File: src/rtl/multi_scan_clk_gen_pkg.sv
// Shared types for the multi-channel scan clock generator.
// Channel state encoding and run-mode constants.
package scan_clk_pkg;

  typedef enum logic [2:0] {
    IDLE  = 3'd0,
    DELAY = 3'd1,
    HIGH  = 3'd2,
    LOW   = 3'd3,
    FIN   = 3'd4
  } ch_state_t;

  localparam logic MODE_FREE  = 1'b0;
  localparam logic MODE_BURST = 1'b1;

endpackage

File: src/rtl/multi_scan_clk_gen_if.sv
// Control/status and clock-output bundle of the scan clock generator.
// dbg_state exposes every channel FSM state for observation.
interface multi_scan_clk_gen_if #(
  parameter int NUM_CH = 2,
  parameter int DIV_W  = 16,
  parameter int CNT_W  = 16
) ();
  import scan_clk_pkg::*;

  // Handshake: i_start is taken on any edge where o_busy is low, which also
  // latches the whole configuration; i_stop only counts while o_busy is high.
  // A run ends with o_done high for one cycle as o_busy drops.
  logic                     i_start;
  logic                     i_stop;
  logic                     i_mode;
  logic [DIV_W-1:0]         i_div;
  logic [NUM_CH*DIV_W-1:0]  i_phase;
  logic [CNT_W-1:0]         i_burst_len;
  logic [NUM_CH-1:0]        i_ch_en;
  logic                     o_busy;
  logic                     o_done;
  logic [NUM_CH-1:0]        o_scan_clk_p;
  logic [NUM_CH-1:0]        o_scan_clk_n;
  ch_state_t [NUM_CH-1:0]   dbg_state;

  modport master (
    output i_start, i_stop, i_mode, i_div, i_phase, i_burst_len, i_ch_en,
    input  o_busy, o_done, o_scan_clk_p, o_scan_clk_n, dbg_state
  );

  modport slave (
    input  i_start, i_stop, i_mode, i_div, i_phase, i_burst_len, i_ch_en,
    output o_busy, o_done, o_scan_clk_p, o_scan_clk_n, dbg_state
  );

endinterface

File: src/rtl/multi_scan_clk_gen_channel.sv
// One scan clock channel: phase delay, then div-cycle high/low pulses
// until the burst count is reached or a stop request lands on a low end.
module scan_clk_channel
  import scan_clk_pkg::*;
#(
  parameter int DIV_W = 16,
  parameter int CNT_W = 16
) (
  input  logic             clk,
  input  logic             rst_n,
  input  logic             run_start,
  input  logic             stop_req,
  input  logic             run_clear,
  input  logic             en,
  input  logic             mode,
  input  logic [DIV_W-1:0] div,
  input  logic [DIV_W-1:0] phase,
  input  logic [CNT_W-1:0] len,
  output logic             p,
  output logic             n,
  output logic             fin,
  output ch_state_t        state
);

  ch_state_t        state_q, state_d;
  logic [DIV_W-1:0] cnt_q, cnt_d;
  logic [DIV_W-1:0] div_q;
  logic [DIV_W-1:0] div_m1;
  logic [CNT_W-1:0] len_q;
  logic [CNT_W-1:0] pulses_q, pulses_d;
  logic [CNT_W-1:0] pulses_inc;
  logic             mode_q;
  logic             p_q, n_q;
  logic             out_of_pulses;
  logic             take_start;

  assign take_start    = run_start && (state_q == IDLE);
  assign div_m1        = div_q - DIV_W'(1);
  assign pulses_inc    = (pulses_q == '1) ? pulses_q : pulses_q + CNT_W'(1);
  assign out_of_pulses = (mode_q == MODE_BURST) && (pulses_q >= len_q);

  always_comb begin
    state_d  = state_q;
    cnt_d    = cnt_q;
    pulses_d = pulses_q;
    fin      = 1'b0;
    case (state_q)
      IDLE: begin
        if (take_start) begin
          state_d  = en ? DELAY : FIN;
          cnt_d    = phase;
          pulses_d = '0;
        end
      end
      DELAY: begin
        if (stop_req) begin
          state_d = FIN;
        end else if (cnt_q == '0) begin
          if (out_of_pulses) begin
            state_d = FIN;
          end else begin
            state_d  = HIGH;
            cnt_d    = div_m1;
            pulses_d = pulses_inc;
          end
        end else begin
          cnt_d = cnt_q - DIV_W'(1);
        end
      end
      HIGH: begin
        // A stop never cuts a high phase short; it is honoured at a low end.
        if (cnt_q == '0) begin
          state_d = LOW;
          cnt_d   = div_m1;
        end else begin
          cnt_d = cnt_q - DIV_W'(1);
        end
      end
      LOW: begin
        if (cnt_q == '0) begin
          if (stop_req || out_of_pulses) begin
            state_d = FIN;
          end else begin
            state_d  = HIGH;
            cnt_d    = div_m1;
            pulses_d = pulses_inc;
          end
        end else begin
          cnt_d = cnt_q - DIV_W'(1);
        end
      end
      FIN:     state_d = FIN;
      default: state_d = IDLE;
    endcase
    // fin looks ahead so the top can end the run on the arrival edge itself.
    fin = (state_d == FIN);
    if (run_clear) begin
      state_d = IDLE;
    end
  end

  always_ff @(posedge clk or negedge rst_n) begin
    if (!rst_n) begin
      state_q  <= IDLE;
      cnt_q    <= '0;
      pulses_q <= '0;
      div_q    <= DIV_W'(1);
      len_q    <= '0;
      mode_q   <= MODE_FREE;
      p_q      <= 1'b0;
      n_q      <= 1'b1;
    end else begin
      state_q  <= state_d;
      cnt_q    <= cnt_d;
      pulses_q <= pulses_d;
      if (take_start) begin
        div_q  <= (div == '0) ? DIV_W'(1) : div;
        len_q  <= len;
        mode_q <= mode;
      end
      p_q <= (state_d == HIGH);
      n_q <= (state_d != HIGH);
    end
  end

  assign p     = p_q;
  assign n     = n_q;
  assign state = state_q;

endmodule

File: src/rtl/multi_scan_clk_gen.sv
// Multi-channel scan clock generator: run handshake, stop latch and
// completion detection around NUM_CH independent channel FSMs.
module multi_scan_clk_gen
  import scan_clk_pkg::*;
#(
  parameter int NUM_CH = 2,
  parameter int DIV_W  = 16,
  parameter int CNT_W  = 16
) (
  input  logic                 i_clk,
  input  logic                 i_rst_n,
  multi_scan_clk_gen_if.slave  bus
);

  logic                   busy_q;
  logic                   done_q;
  logic                   stop_lat_q;
  logic                   run_start;
  logic                   run_clear;
  logic                   stop_req;
  logic [NUM_CH-1:0]      fin_v;
  logic [NUM_CH-1:0]      p_v;
  logic [NUM_CH-1:0]      n_v;
  ch_state_t [NUM_CH-1:0] st_v;

  assign run_start = bus.i_start && !busy_q;
  assign run_clear = busy_q && (&fin_v);
  // The live stop input is included so a channel reacts on the sampling edge.
  assign stop_req  = busy_q && (stop_lat_q || bus.i_stop);

  always_ff @(posedge i_clk or negedge i_rst_n) begin
    if (!i_rst_n) begin
      busy_q     <= 1'b0;
      done_q     <= 1'b0;
      stop_lat_q <= 1'b0;
    end else begin
      done_q <= run_clear;
      if (run_start) begin
        busy_q     <= 1'b1;
        stop_lat_q <= 1'b0;
      end else if (run_clear) begin
        busy_q     <= 1'b0;
        stop_lat_q <= 1'b0;
      end else if (busy_q && bus.i_stop) begin
        stop_lat_q <= 1'b1;
      end
    end
  end

  for (genvar c = 0; c < NUM_CH; c++) begin : g_ch
    scan_clk_channel #(
      .DIV_W (DIV_W),
      .CNT_W (CNT_W)
    ) u_ch (
      .clk       (i_clk),
      .rst_n     (i_rst_n),
      .run_start (run_start),
      .stop_req  (stop_req),
      .run_clear (run_clear),
      .en        (bus.i_ch_en[c]),
      .mode      (bus.i_mode),
      .div       (bus.i_div),
      .phase     (bus.i_phase[c*DIV_W +: DIV_W]),
      .len       (bus.i_burst_len),
      .p         (p_v[c]),
      .n         (n_v[c]),
      .fin       (fin_v[c]),
      .state     (st_v[c])
    );
  end

  assign bus.o_busy       = busy_q;
  assign bus.o_done       = done_q;
  assign bus.o_scan_clk_p = p_v;
  assign bus.o_scan_clk_n = n_v;
  assign bus.dbg_state    = st_v;

endmodule

File: src/flat_wrapper.sv
// flat-port wrapper written by rule: the top's interface ports become plain ports
module multi_scan_clk_gen_flat import scan_clk_pkg::*;
#(
  parameter int NUM_CH = 2,
  parameter int DIV_W  = 16,
  parameter int CNT_W  = 16
)
  (i_clk, i_rst_n, bus_i_start, bus_i_stop, bus_i_mode, bus_i_div, bus_i_phase, bus_i_burst_len, bus_i_ch_en, bus_o_busy, bus_o_done, bus_o_scan_clk_p, bus_o_scan_clk_n, bus_dbg_state);
  multi_scan_clk_gen_if #(.NUM_CH(NUM_CH), .DIV_W(DIV_W), .CNT_W(CNT_W)) bus_i ();
  input  logic i_clk;
  input  logic i_rst_n;
  input wire logic [$bits(bus_i.i_start)-1:0] bus_i_start;
  input wire logic [$bits(bus_i.i_stop)-1:0] bus_i_stop;
  input wire logic [$bits(bus_i.i_mode)-1:0] bus_i_mode;
  input wire logic [$bits(bus_i.i_div)-1:0] bus_i_div;
  input wire logic [$bits(bus_i.i_phase)-1:0] bus_i_phase;
  input wire logic [$bits(bus_i.i_burst_len)-1:0] bus_i_burst_len;
  input wire logic [$bits(bus_i.i_ch_en)-1:0] bus_i_ch_en;
  output wire logic [$bits(bus_i.o_busy)-1:0] bus_o_busy;
  output wire logic [$bits(bus_i.o_done)-1:0] bus_o_done;
  output wire logic [$bits(bus_i.o_scan_clk_p)-1:0] bus_o_scan_clk_p;
  output wire logic [$bits(bus_i.o_scan_clk_n)-1:0] bus_o_scan_clk_n;
  output wire logic [$bits(bus_i.dbg_state)-1:0] bus_dbg_state;
  assign bus_i.i_start = bus_i_start;
  assign bus_i.i_stop = bus_i_stop;
  assign bus_i.i_mode = bus_i_mode;
  assign bus_i.i_div = bus_i_div;
  assign bus_i.i_phase = bus_i_phase;
  assign bus_i.i_burst_len = bus_i_burst_len;
  assign bus_i.i_ch_en = bus_i_ch_en;
  assign bus_o_busy = bus_i.o_busy;
  assign bus_o_done = bus_i.o_done;
  assign bus_o_scan_clk_p = bus_i.o_scan_clk_p;
  assign bus_o_scan_clk_n = bus_i.o_scan_clk_n;
  assign bus_dbg_state = bus_i.dbg_state;
  multi_scan_clk_gen #(.NUM_CH(NUM_CH), .DIV_W(DIV_W), .CNT_W(CNT_W)) u_core (.i_clk(i_clk), .i_rst_n(i_rst_n), .bus(bus_i));
endmodule
File: config.mk
export PLATFORM = sky130hd
export DESIGN_NAME = multi_scan_clk_gen_flat
export DESIGN_NICKNAME = d
export VERILOG_FILES = /design/src/rtl/multi_scan_clk_gen_pkg.sv /design/src/rtl/multi_scan_clk_gen_if.sv /design/src/rtl/multi_scan_clk_gen_channel.sv /design/src/rtl/multi_scan_clk_gen.sv /design/src/flat_wrapper.sv
export SDC_FILE = /design/constraint.sdc
export NUM_CORES = 1
export LEC_CHECK = 0
export CAP_MARGIN = 20
export CORE_MARGIN = 4
export CORE_UTILIZATION = 40
export CTS_CLUSTER_DIAMETER = 30
export CTS_CLUSTER_SIZE = 40
export DETAILED_ROUTE_END_ITERATION = 16
export GPL_ROUTABILITY_DRIVEN = 1
export PLACE_DENSITY = 0.59
export SYNTH_ARGS = -nofsm -noshare
export SYNTH_HDL_FRONTEND = slang
export SYNTH_HIERARCHICAL = 1
export SYNTH_SLANG_ARGS = --single-unit
export TNS_END_PERCENT = 100
File: constraint.sdc
create_clock -name i_clk -period 5.4 [get_ports i_clk]
set_clock_uncertainty 0.15 [all_clocks]
set_input_delay 1.08 -clock i_clk [delete_from_list [all_inputs] [get_ports i_clk]]
set_output_delay 1.08 -clock i_clk [all_outputs]
set_load 0.005 [all_outputs]
==> impl_metrics.env, run 1 <==
export IMPL_status="completed"
export IMPL_coreArea_um2=21200
export IMPL_synth_edf_count=0
export IMPL_vdd_drop_max_mv=0.197
export IMPL_ys_async_sr_fraction=1.00
export IMPL_nFillCells=2016
export IMPL_synth_most_common_cell="nand2_1"
export IMPL_cap_violations=0
export IMPL_clock_latency_ns=0.42
export IMPL_initial_core_util=0.410
export IMPL_min_path_type="reg -> reg"
export IMPL_worstHoldEndpoint="u_core/g_ch[0].u_ch/len_q[0]$_DFFE_PN0P_"
export IMPL_grt_pass1_wl_mm=38.1
export IMPL_rows=53
export IMPL_hold_depth=2
export IMPL_finalCriticalPeriod_ns=3.78
export IMPL_routed_via_density=5.61
export IMPL_ios=83
export IMPL_slew_viol_final=0
export IMPL_vias=7623
export IMPL_route_final_wire_length_mm=23.2
export IMPL_tritoncts="done"
export IMPL_power_uw=4970
export IMPL_yosysSeqAreaShare=0.413
export IMPL_start_kind="flop"
export IMPL_p_leak_uw=0.00426
export IMPL_cts_repair_resized=0
export IMPL_numPortBuffers=82
export IMPL_critPathCaptureType="flop"
export IMPL_synth_nets=1111
export IMPL_grt_pass1_vias=7347
export IMPL_max_freq_mhz=265
export IMPL_multiInputGateArea_um2=4740
export IMPL_insertedDiodeCount=0
export IMPL_cts_buffers=17
export IMPL_drtPass1Iterations=4
export IMPL_synth_common_cells="nand2_1 (166), dfrtp_1 (139), nor2_1 (79)"
export IMPL_synth_area_leaders="dfrtp_1 (40%), nand2_1 (7.2%), ha_1 (5.2%)"
export IMPL_synth_area_um2=8670
export IMPL_cts_buffer_depth=2
export IMPL_finalCritPeriodShare=0.700
export IMPL_ys_flop_type="dfrtp_1"
export IMPL_ys_types=79
export IMPL_cp_required_ns=5.53
export IMPL_critPathArrivalTime_ns=3.91
export IMPL_yosysWarnings=6
export IMPL_tns_ns=0
export IMPL_syn_area_per_cell_um2=8.63
export IMPL_fp_dieH_um=155
export IMPL_r2r_start="u_core/g_ch[0].u_ch/cnt_q[4]$_DFFE_PN0P_"
export IMPL_crit_fanout=20
export IMPL_reg2reg_to="u_core/g_ch[0].u_ch/cnt_q[10]$_DFFE_PN0P_"
export IMPL_post_route_util=0.492
export IMPL_nNetsFinal=1177
export IMPL_synthCells=1004
export IMPL_hpwl_mm=16.6
export IMPL_r2r_cells=12
export IMPL_die_w_um=155
export IMPL_synth_top_area_frac=0.401
export IMPL_setup_viol_count_final=0
export IMPL_dieArea_um2=24100
export IMPL_layout_drive_gt1_share=0.0960
export IMPL_hold_path_startpoint="u_core/g_ch[0].u_ch/len_q[0]$_DFFE_PN0P_"
export IMPL_drc=0
export IMPL_holdWs_ns=0.339
export IMPL_hold_violations=0
export IMPL_relSlewSlack=0.335
export IMPL_rrSetupSlack_ns=1.62
export IMPL_routedWlPerCell_um=17.1
export IMPL_rsz0062_at_grt="no"
export IMPL_pre_cts_slack_ns=1.31
export IMPL_clkSlewWorstSetupHoldPaths_ns=0.06
export IMPL_grt_antenna_before_repair=0
export IMPL_htree_levels=4
export IMPL_syn2layout_area_growth_pct=20.1
export IMPL_track_usage=0.193
export IMPL_overflow=0
export IMPL_cts_sinks=143
export IMPL_tightest_slew_ns=0.988
export IMPL_synth_largest_area_cell="dfrtp_1"
export IMPL_synth_seq_cells=143
export IMPL_ant_nets=0
export IMPL_worst_slack_ns=1.62
export IMPL_register_area_um2=3580
export IMPL_postCtsHoldBufs=0
export IMPL_p_per_area_nw_per_um2=477
export IMPL_gp_congestion=0.872
export IMPL_grt_max_degree=72
export IMPL_criticalPathCategory="reg -> reg"
export IMPL_cts_root_buf="clkbuf_16"
export IMPL_cts_setup_buffers=0
export IMPL_drtIter0Drc=475
[where the power goes]
part	total, uW	switching, uW	internal [uW]
sequential	1930	441	1490
combinational	1820	1060	765
clock	1210	451	762
[metrics by stage]
stage | cells | instance area (um2)
2_1_floorplan | 1004 | 8670
3_3_place_gp | 1323 | 9750
3_5_place_dp | 1323 | 9750
4_1_cts | 1355 | 10400
5_1_grt | 1358 | 10400
6_report | 1358 | 10400
[layout make-up]
type / instances / share of cell area
Multi-Input combinational cell: 764 / 0.455
Sequential cell: 143 / 0.344
Timing Repair Buffer: 97 / 0.0924
Clock buffer: 22 / 0.0455
Tap cell: 275 / 0.0330
Inverter: 47 / 0.0169
Clock inverter: 10 / 0.0130
[cells by family after synthesis]
| logic type | count (synthesis) | synth area share |
|---|---|---|
| adder cells (fa/ha/maj) | 36 | 0.0520 |
| XOR/XNOR | 21 | 0.0212 |
| buffers and inverters | 97 | 0.0446 |
| AND/OR/NAND/NOR | 417 | 0.231 |
| AO/OA/AOI/OAI | 266 | 0.207 |
| multiplexers | 24 | 0.0307 |
| flip-flops | 143 | 0.413 |
[critical path, stage by stage, from the launching register on]
cell and delay, ns:
dfrtp_1 0.43, or3_4 0.18, and4b_1 0.30, and2_4 0.29, a21oi_1 0.23, ha_1 0.25
or3b_2 0.53, or4_1 0.42, a31oi_1 0.30, nand3b_1 0.17, xor2_1 0.18, o21ai_0 0.14
a22oi_1 0.09
[worst max path at each step]
stage	startpoint	end	depth (start not counted)
final	u_core/g_ch[0].u_ch/cnt_q[4]$_DFFE_PN0P_	u_core/g_ch[0].u_ch/cnt_q[10]$_DFFE_PN0P_	12
after global routing	u_core/g_ch[0].u_ch/pulses_q[7]$_DFFE_PN0P_	u_core/g_ch[1].u_ch/p$_DFF_PN0_	12
after CTS	u_core/g_ch[0].u_ch/cnt_q[4]$_DFFE_PN0P_	u_core/g_ch[0].u_ch/cnt_q[10]$_DFFE_PN0P_	12
after detailed placement	bus_i_stop	u_core/g_ch[0].u_ch/pulses_q[15]$_DFFE_PN0P_	8
after global placement	bus_i_stop	u_core/g_ch[0].u_ch/pulses_q[8]$_DFFE_PN0P_	8
after floorplan	bus_i_stop	u_core/g_ch[1].u_ch/p$_DFF_PN0_	11
[cells in the final DEF (no fill, tap or decap), types with 5 or more instances in the layout]
| cell type | instances |
|---|---|
| o21ai_0 | 72 |
| and3_1 | 7 |
| o31ai_1 | 13 |
| inv_1 | 47 |
| nor2b_1 | 10 |
| a31oi_1 | 20 |
| nand3_1 | 39 |
| a2bb2oi_1 | 6 |
| xor2_1 | 5 |
| buf_4 | 12 |
| xnor2_1 | 16 |
| nand4_1 | 11 |
| mux2_2 | 19 |
| nor3_1 | 25 |
| or4_1 | 8 |
| clkbuf_16 | 17 |
| ha_1 | 36 |
| nand2_1 | 166 |
| o22ai_1 | 7 |
| a21oi_1 | 63 |
| nor2_1 | 75 |
| nor4_1 | 15 |
| or3_1 | 17 |
| and2_1 | 7 |
| clkdlybuf4s50_1 | 81 |
| dfrtp_1 | 139 |
| a211oi_1 | 15 |
| nand2b_1 | 5 |
[sequential cells by signal, summed over array words and instances, names as in the netlist]
signal	cells
u_core/g_ch.u_ch/len_q	32
u_core/bus.o_done	1
u_core/stop_lat_q	1
u_core/g_ch.u_ch/state	6
u_core/g_ch.u_ch/mode_q	2
u_core/g_ch.u_ch/pulses_q	32
u_core/g_ch.u_ch/n	2
u_core/bus.o_busy	1
u_core/g_ch.u_ch/div_q	32
u_core/g_ch.u_ch/p	2
u_core/g_ch.u_ch/cnt_q	32
[routing by layer]
metal / global-route usage / up-vias / share of wire
li1: - / 3758 / -
met1: 0.267 / 3689 / 0.46
met2: 0.319 / 161 / 0.48
met3: 0.0356 / 15 / 0.046
met4: 0.0425 / 0 / 0.010
met5: 0 / - / 0
(Power assumes the default switching activity.)
==> run 2, diff against run 1 <==
Clock period 5.4 ns to 3.5 ns, I/O delays scaled along.
==> run 2 against run 1 <==
- design area grew 2.4%
- total power grew 57%
- non-clock buffer count grew 27
- critical path depth is the same
- clock power grew 57%
- hold slack lost 0.21 ns
- via count grew 1.6%
- final cell count grew 2.0%
- maximum frequency grew 14%
- largest power group unchanged
- highest routed layer unchanged
==> impl_metrics.env, run 2 (synthesized netlist as in run 1, its figures left out) <==
export IMPL_status="completed"
export IMPL_routed_via_density=5.59
export IMPL_grt_pass1_vias=7571
export IMPL_final_common_cell="nand2_1"
export IMPL_cap_violations=0
export IMPL_htree_levels=4
export IMPL_overflow=0
export IMPL_relSlewSlack=0.484
export IMPL_initial_core_util=0.410
export IMPL_cp_required_ns=3.64
export IMPL_clkSlewWorstSetupHoldPaths_ns=0.06
export IMPL_numPortBuffers=82
export IMPL_pre_cts_slack_ns=0.106
export IMPL_gp_congestion=0.830
export IMPL_power_internal_uw=4810
export IMPL_combPwrFrac=0.373
export IMPL_clock_latency_ns=0.42
export IMPL_seqPwrFrac=0.384
export IMPL_p_switching_uw=3000
export IMPL_grt_max_degree=71
export IMPL_vias=7744
export IMPL_dieArea_um2=24100
export IMPL_coreArea_um2=21200
export IMPL_final_cell_mix="nand2_1 (166), dfrtp_1 (138), clkdlybuf4s50_1 (81)"
export IMPL_setup_viol_count_final=0
export IMPL_p_clk_frac=0.243
export IMPL_fp_dieH_um=155
export IMPL_drtIter0Drc=410
export IMPL_slew_viol_final=0
export IMPL_tightest_slew_ns=0.755
export IMPL_hpwl_mm=17.1
export IMPL_rsz0062_at_grt="no"
export IMPL_hold_violations=0
export IMPL_routedWlPerCell_um=16.9
export IMPL_drtPass1Iterations=4
export IMPL_critPathCaptureType="flop"
export IMPL_cts_buffers=17
export IMPL_r2r_cells=12
export IMPL_drc=0
export IMPL_max_stage_delay_ns=0.43
export IMPL_criticalPathCategory="reg -> reg"
export IMPL_grt_antenna_before_repair=0
export IMPL_ios=83
export IMPL_route_final_wire_length_mm=23.4
export IMPL_track_usage=0.196
export IMPL_startpoint="u_core/g_ch[0].u_ch/cnt_q[4]$_DFFE_PN0P_"
export IMPL_ant_nets=0
export IMPL_worst_slack_ns=0.196
export IMPL_p_sw_frac=0.384
export IMPL_postCtsHoldBufs=0
export IMPL_grt_pass1_wl_mm=38.5
export IMPL_crit_chain="or3_4 -> and4b_1 -> and2_4 -> a21oi_1 -> ha_2 -> or3b_4 -> or4_1 -> a31oi_2 -> nand3b_1 -> xor2_1 -> o21ai_0 -> a22oi_1"
export IMPL_holdWs_ns=0.129
export IMPL_cts_root_buf="clkbuf_16"
export IMPL_tritoncts="done"
export IMPL_min_path_type="in -> async"
export IMPL_crit_slowest_cell="dfrtp_1"
export IMPL_p_per_area_nw_per_um2=733
export IMPL_cts_buffer_depth=2
export IMPL_insertedDiodeCount=0
export IMPL_r2r_start="u_core/g_ch[0].u_ch/cnt_q[4]$_DFFE_PN0P_"
export IMPL_finalCritPeriodShare=0.944
export IMPL_cts_sinks=143
export IMPL_finalCriticalPeriod_ns=3.30
export IMPL_rrSetupSlack_ns=0.20
export IMPL_tns_ns=0
export IMPL_critPathCapture="u_core/g_ch[0].u_ch/cnt_q[10]$_DFFE_PN0P_"
export IMPL_vdd_drop_max_mv=0.334
export IMPL_layout_drive_gt1_share=0.120
export IMPL_syn2layout_area_growth_pct=23.0
export IMPL_die_w_um=155
export IMPL_start_kind="flop"
export IMPL_critPathArrivalTime_ns=3.45
export IMPL_cts_setup_buffers=0
export IMPL_p_leak_uw=0.00440
export IMPL_nNetsFinal=1204
export IMPL_crit_fanout=7
export IMPL_rows=53
export IMPL_max_freq_mhz=303
export IMPL_reg2reg_to="u_core/g_ch[0].u_ch/cnt_q[10]$_DFFE_PN0P_"
## run 2: cell count changes in the layout (fill, tap and decap cells not counted), sizes merged
| cell | before | now |
|---|---|---|
| buf | 16 | 43 |
| clkbuf | 22 | 27 |
| clkinv | 6 | 2 |
| clkinvlp | 1 | 0 |
## run 2: final cells by class
type | count | area (um2)
tap | 275 | 344
timing repair buffer | 124 | 1180
sequential | 143 | 3580
inverter | 47 | 176
fill | 2044 | 10500
multi-input combinational | 764 | 4760
clock inverter | 5 | 100
clock buffer | 27 | 513
## run 2: worst min path at each step
stage / from / slack, ns / end / cells past startpoint
2_1_floorplan: i_rst_n / 0.25 / u_core/bus.o_busy$_DFFE_PN0P_ / 0
3_3_place_gp: u_core/g_ch[0].u_ch/len_q[0]$_DFFE_PN0P_ / 0.34 / u_core/g_ch[0].u_ch/len_q[0]$_DFFE_PN0P_ / 2
3_5_place_dp: u_core/g_ch[0].u_ch/len_q[0]$_DFFE_PN0P_ / 0.34 / u_core/g_ch[0].u_ch/len_q[0]$_DFFE_PN0P_ / 2
4_1_cts: i_rst_n / 0.17 / u_core/g_ch[0].u_ch/cnt_q[5]$_DFFE_PN0P_ / 1
5_1_grt: i_rst_n / 0.18 / u_core/g_ch[0].u_ch/cnt_q[5]$_DFFE_PN0P_ / 1
6_report: i_rst_n / 0.13 / u_core/g_ch[0].u_ch/cnt_q[5]$_DFFE_PN0P_ / 1
## run 2: power by group through the flow
stage,registers [uW],clock network [uW],logic [uW]
after detailed placement,3010,0,2910
after global placement,3010,0,2840
after floorplan,2760,0,2080
final,3000,1900,2910
after CTS,2990,1950,2920
after global routing,3090,2020,3330
## run 2: routing by layer
metal	wire (um)	vias up	GRT usage	share of wire
li1	-	3814	-	-
met1	10800	3734	0.266	0.46
met2	11100	173	0.323	0.48
met3	1150	23	0.0417	0.049
met4	283	0	0.0450	0.012
met5	0	-	0	0
## run 2: stage by stage
step                utilization  power, uW  area (um2)  std cells
floorplan                     -       4840        8680       1004
global placement          0.474       5850       10000       1352
detailed placement        0.474       5920       10000       1352
CTS                       0.503       7870       10600       1384
global route              0.504       8440       10700       1385
finish                    0.504       7810       10700       1385
## run 2: timing repair
action                                  CTS  global route
endpoints found under the setup margin    0             1
hold endpoints to repair                  0             0
gates resized for setup                   0             2
## run 2: worst max-delay path: cells and delay by family (launching register included)
kind            cells  cell delay (ns)
xor+xnor            1             0.17
fa+ha+maj           1             0.22
compound gates      4             0.64
flops               1             0.43
simple gates        6             1.58
==> run 3, diff against run 2 <==
Clock period 3.5 ns to 3.19 ns, I/O delays scaled along.
==> run 3 against run 2 <==
- clock power shrank 3%
- total power is 12% higher
- combinational power increased by 28%
- core utilization increased by 1.4 points
- critical path depth shrank 3
- first-iteration DRC count grew 50%
- sequential power increased by 5%
- design area is 2.8% higher
- register-to-register slack got worse by 0.06 ns
- final cell count increased by 2.7%
- die area unchanged
- critical path type unchanged
- critical endpoint is now u_core/g_ch[0].u_ch/pulses_q[6]$_DFFE_PN0P_
- largest power group is now combinational cells
==> impl_metrics.env, run 3 (synthesized netlist as in run 1, its figures left out) <==
export IMPL_status="completed"
export IMPL_gp_congestion=0.840
export IMPL_vdd_drop_max_mv=0.384
export IMPL_tightest_slew_ns=0.694
export IMPL_ios=83
export IMPL_numPortBuffers=82
export IMPL_route_final_wire_length_mm=24.1
export IMPL_coreArea_um2=21200
export IMPL_min_path_type="reg -> reg"
export IMPL_clock_latency_ns=0.41
export IMPL_dpl_cell_area_um2=10300
export IMPL_fp_dieH_um=155
export IMPL_power_uw=8730
export IMPL_grt_pass1_wl_mm=39.8
export IMPL_dieArea_um2=24100
export IMPL_htree_levels=4
export IMPL_hpwl_mm=17.7
export IMPL_slew_viol_final=0
export IMPL_insertedDiodeCount=0
export IMPL_routed_via_density=5.57
export IMPL_grt_pass1_vias=7634
export IMPL_holdWs_ns=0.339
export IMPL_worstHoldEndpoint="u_core/g_ch[0].u_ch/len_q[0]$_DFFE_PN0P_"
export IMPL_drtPass1Iterations=5
export IMPL_track_usage=0.202
export IMPL_critPathCaptureType="flop"
export IMPL_hold_path_startpoint="u_core/g_ch[0].u_ch/len_q[0]$_DFFE_PN0P_"
export IMPL_grt_antenna_before_repair=0
export IMPL_max_freq_mhz=328
export IMPL_syn2layout_area_growth_pct=26.4
export IMPL_routedWlPerCell_um=17.0
export IMPL_cp_required_ns=3.38
export IMPL_reg2reg_to="u_core/g_ch[0].u_ch/pulses_q[6]$_DFFE_PN0P_"
export IMPL_ant_nets=0
export IMPL_drc=0
export IMPL_clkSlewWorstSetupHoldPaths_ns=0.06
export IMPL_r2r_cells=9
export IMPL_cts_sinks=143
export IMPL_cts_buffer_depth=2
export IMPL_start_kind="flop"
export IMPL_crit_slowest_cell="o41a_4"
export IMPL_criticalPathCategory="reg -> reg"
export IMPL_initial_core_util=0.410
export IMPL_p_leak_uw=0.00457
export IMPL_final_common_cell="nand2_1"
export IMPL_p_per_area_nw_per_um2=796
export IMPL_r2r_start="u_core/g_ch[0].u_ch/cnt_q[13]$_DFFE_PN0P_"
export IMPL_rows=53
export IMPL_finalCriticalPeriod_ns=3.05
export IMPL_cpMostUsedCell="buf_4"
export IMPL_post_route_util=0.518
export IMPL_rsz0062_at_grt="yes"
export IMPL_setup_viol_count_final=0
export IMPL_die_w_um=155
export IMPL_crit_fanout=18
export IMPL_tns_ns=0
export IMPL_tritoncts="done"
export IMPL_finalCritPeriodShare=0.956
export IMPL_hold_depth=2
export IMPL_rrSetupSlack_ns=0.14
export IMPL_cap_violations=0
export IMPL_critPathArrivalTime_ns=3.24
export IMPL_cts_root_buf="clkbuf_16"
export IMPL_overflow=0
export IMPL_finalInstanceArea_um2=11000
export IMPL_crit_chain="nor4_1 -> and4b_1 -> and2_4 -> buf_4 -> o21ai_2 -> o41a_4 -> buf_4 -> or3_1 -> a21oi_1"
export IMPL_hold_violations=0
export IMPL_final_cell_mix="nand2_1 (165), dfrtp_1 (138), clkdlybuf4s50_1 (81)"
export IMPL_max_stage_delay_ns=0.54
export IMPL_layout_drive_gt1_share=0.155
export IMPL_drtIter0Drc=613
export IMPL_grt_max_degree=61
export IMPL_relSlewSlack=0.526
export IMPL_nNetsFinal=1241
export IMPL_vias=7922
export IMPL_cts_buffers=17
## run 3: timing repair
action	in CTS	in global routing
endpoints found under the hold margin	31	0
setup endpoints to repair	0	15
buffers inserted	0	2
gates resized for setup	0	9
hold buffers	1	0
## run 3: critical path, delay by kind of cell (launching register included)
family / cells / cell delay, ns
simple gates: 4 / 1.24
compound gates: 3 / 0.79
buf+inv: 2 / 0.43
flops: 1 / 0.37
## run 3: area by class of cell
class / instances / area, um2
flip-flops and latches: 143 / 3580
clock buffers: 24 / 472
inverters: 47 / 176
multi-input cells: 764 / 4820
repair buffers: 161 / 1490
clock inverters: 8 / 65.1
well taps: 275 / 344
fillers: 2036 / 10200
## run 3: power by group
| group | internal, uW | switching (uW) | leakage, uW |
|---|---|---|---|
| Combinational | 1690 | 2050 | 0.00255 |
| Clock | 1110 | 749 | 0.000271 |
| Sequential | 2530 | 607 | 0.00174 |
## run 3: worst max path at each step
stage                                                         start                                     endpoint
after floorplan            u_core/g_ch[0].u_ch/cnt_q[4]$_DFFE_PN0P_    u_core/g_ch[0].u_ch/cnt_q[10]$_DFFE_PN0P_
after CTS                  u_core/g_ch[0].u_ch/cnt_q[6]$_DFFE_PN0P_    u_core/g_ch[0].u_ch/cnt_q[12]$_DFFE_PN0P_
after global routing       u_core/g_ch[0].u_ch/cnt_q[4]$_DFFE_PN0P_    u_core/g_ch[0].u_ch/cnt_q[14]$_DFFE_PN0P_
after global placement                                  bus_i_start  u_core/g_ch[0].u_ch/pulses_q[6]$_DFFE_PN0P_
after detailed placement                                 bus_i_stop  u_core/g_ch[0].u_ch/pulses_q[6]$_DFFE_PN0P_
final                     u_core/g_ch[0].u_ch/cnt_q[13]$_DFFE_PN0P_  u_core/g_ch[0].u_ch/pulses_q[6]$_DFFE_PN0P_
## run 3: metrics by stage
stage / cells / setup slack [ns]
after floorplan: 1004 / -0.204
after global placement: 1387 / -0.122
after detailed placement: 1387 / -0.172
after CTS: 1420 / 0.0228
after global routing: 1422 / -0.0234
final: 1422 / 0.139
## run 3: metal layers
layer | up-vias | global-route usage | part of all wire
met5 | - | 0 | 0
met3 | 12 | 0.0370 | 0.046
met1 | 3861 | 0.281 | 0.46
li1 | 3885 | - | -
met2 | 164 | 0.337 | 0.49
met4 | 0 | 0.0367 | 0.0069
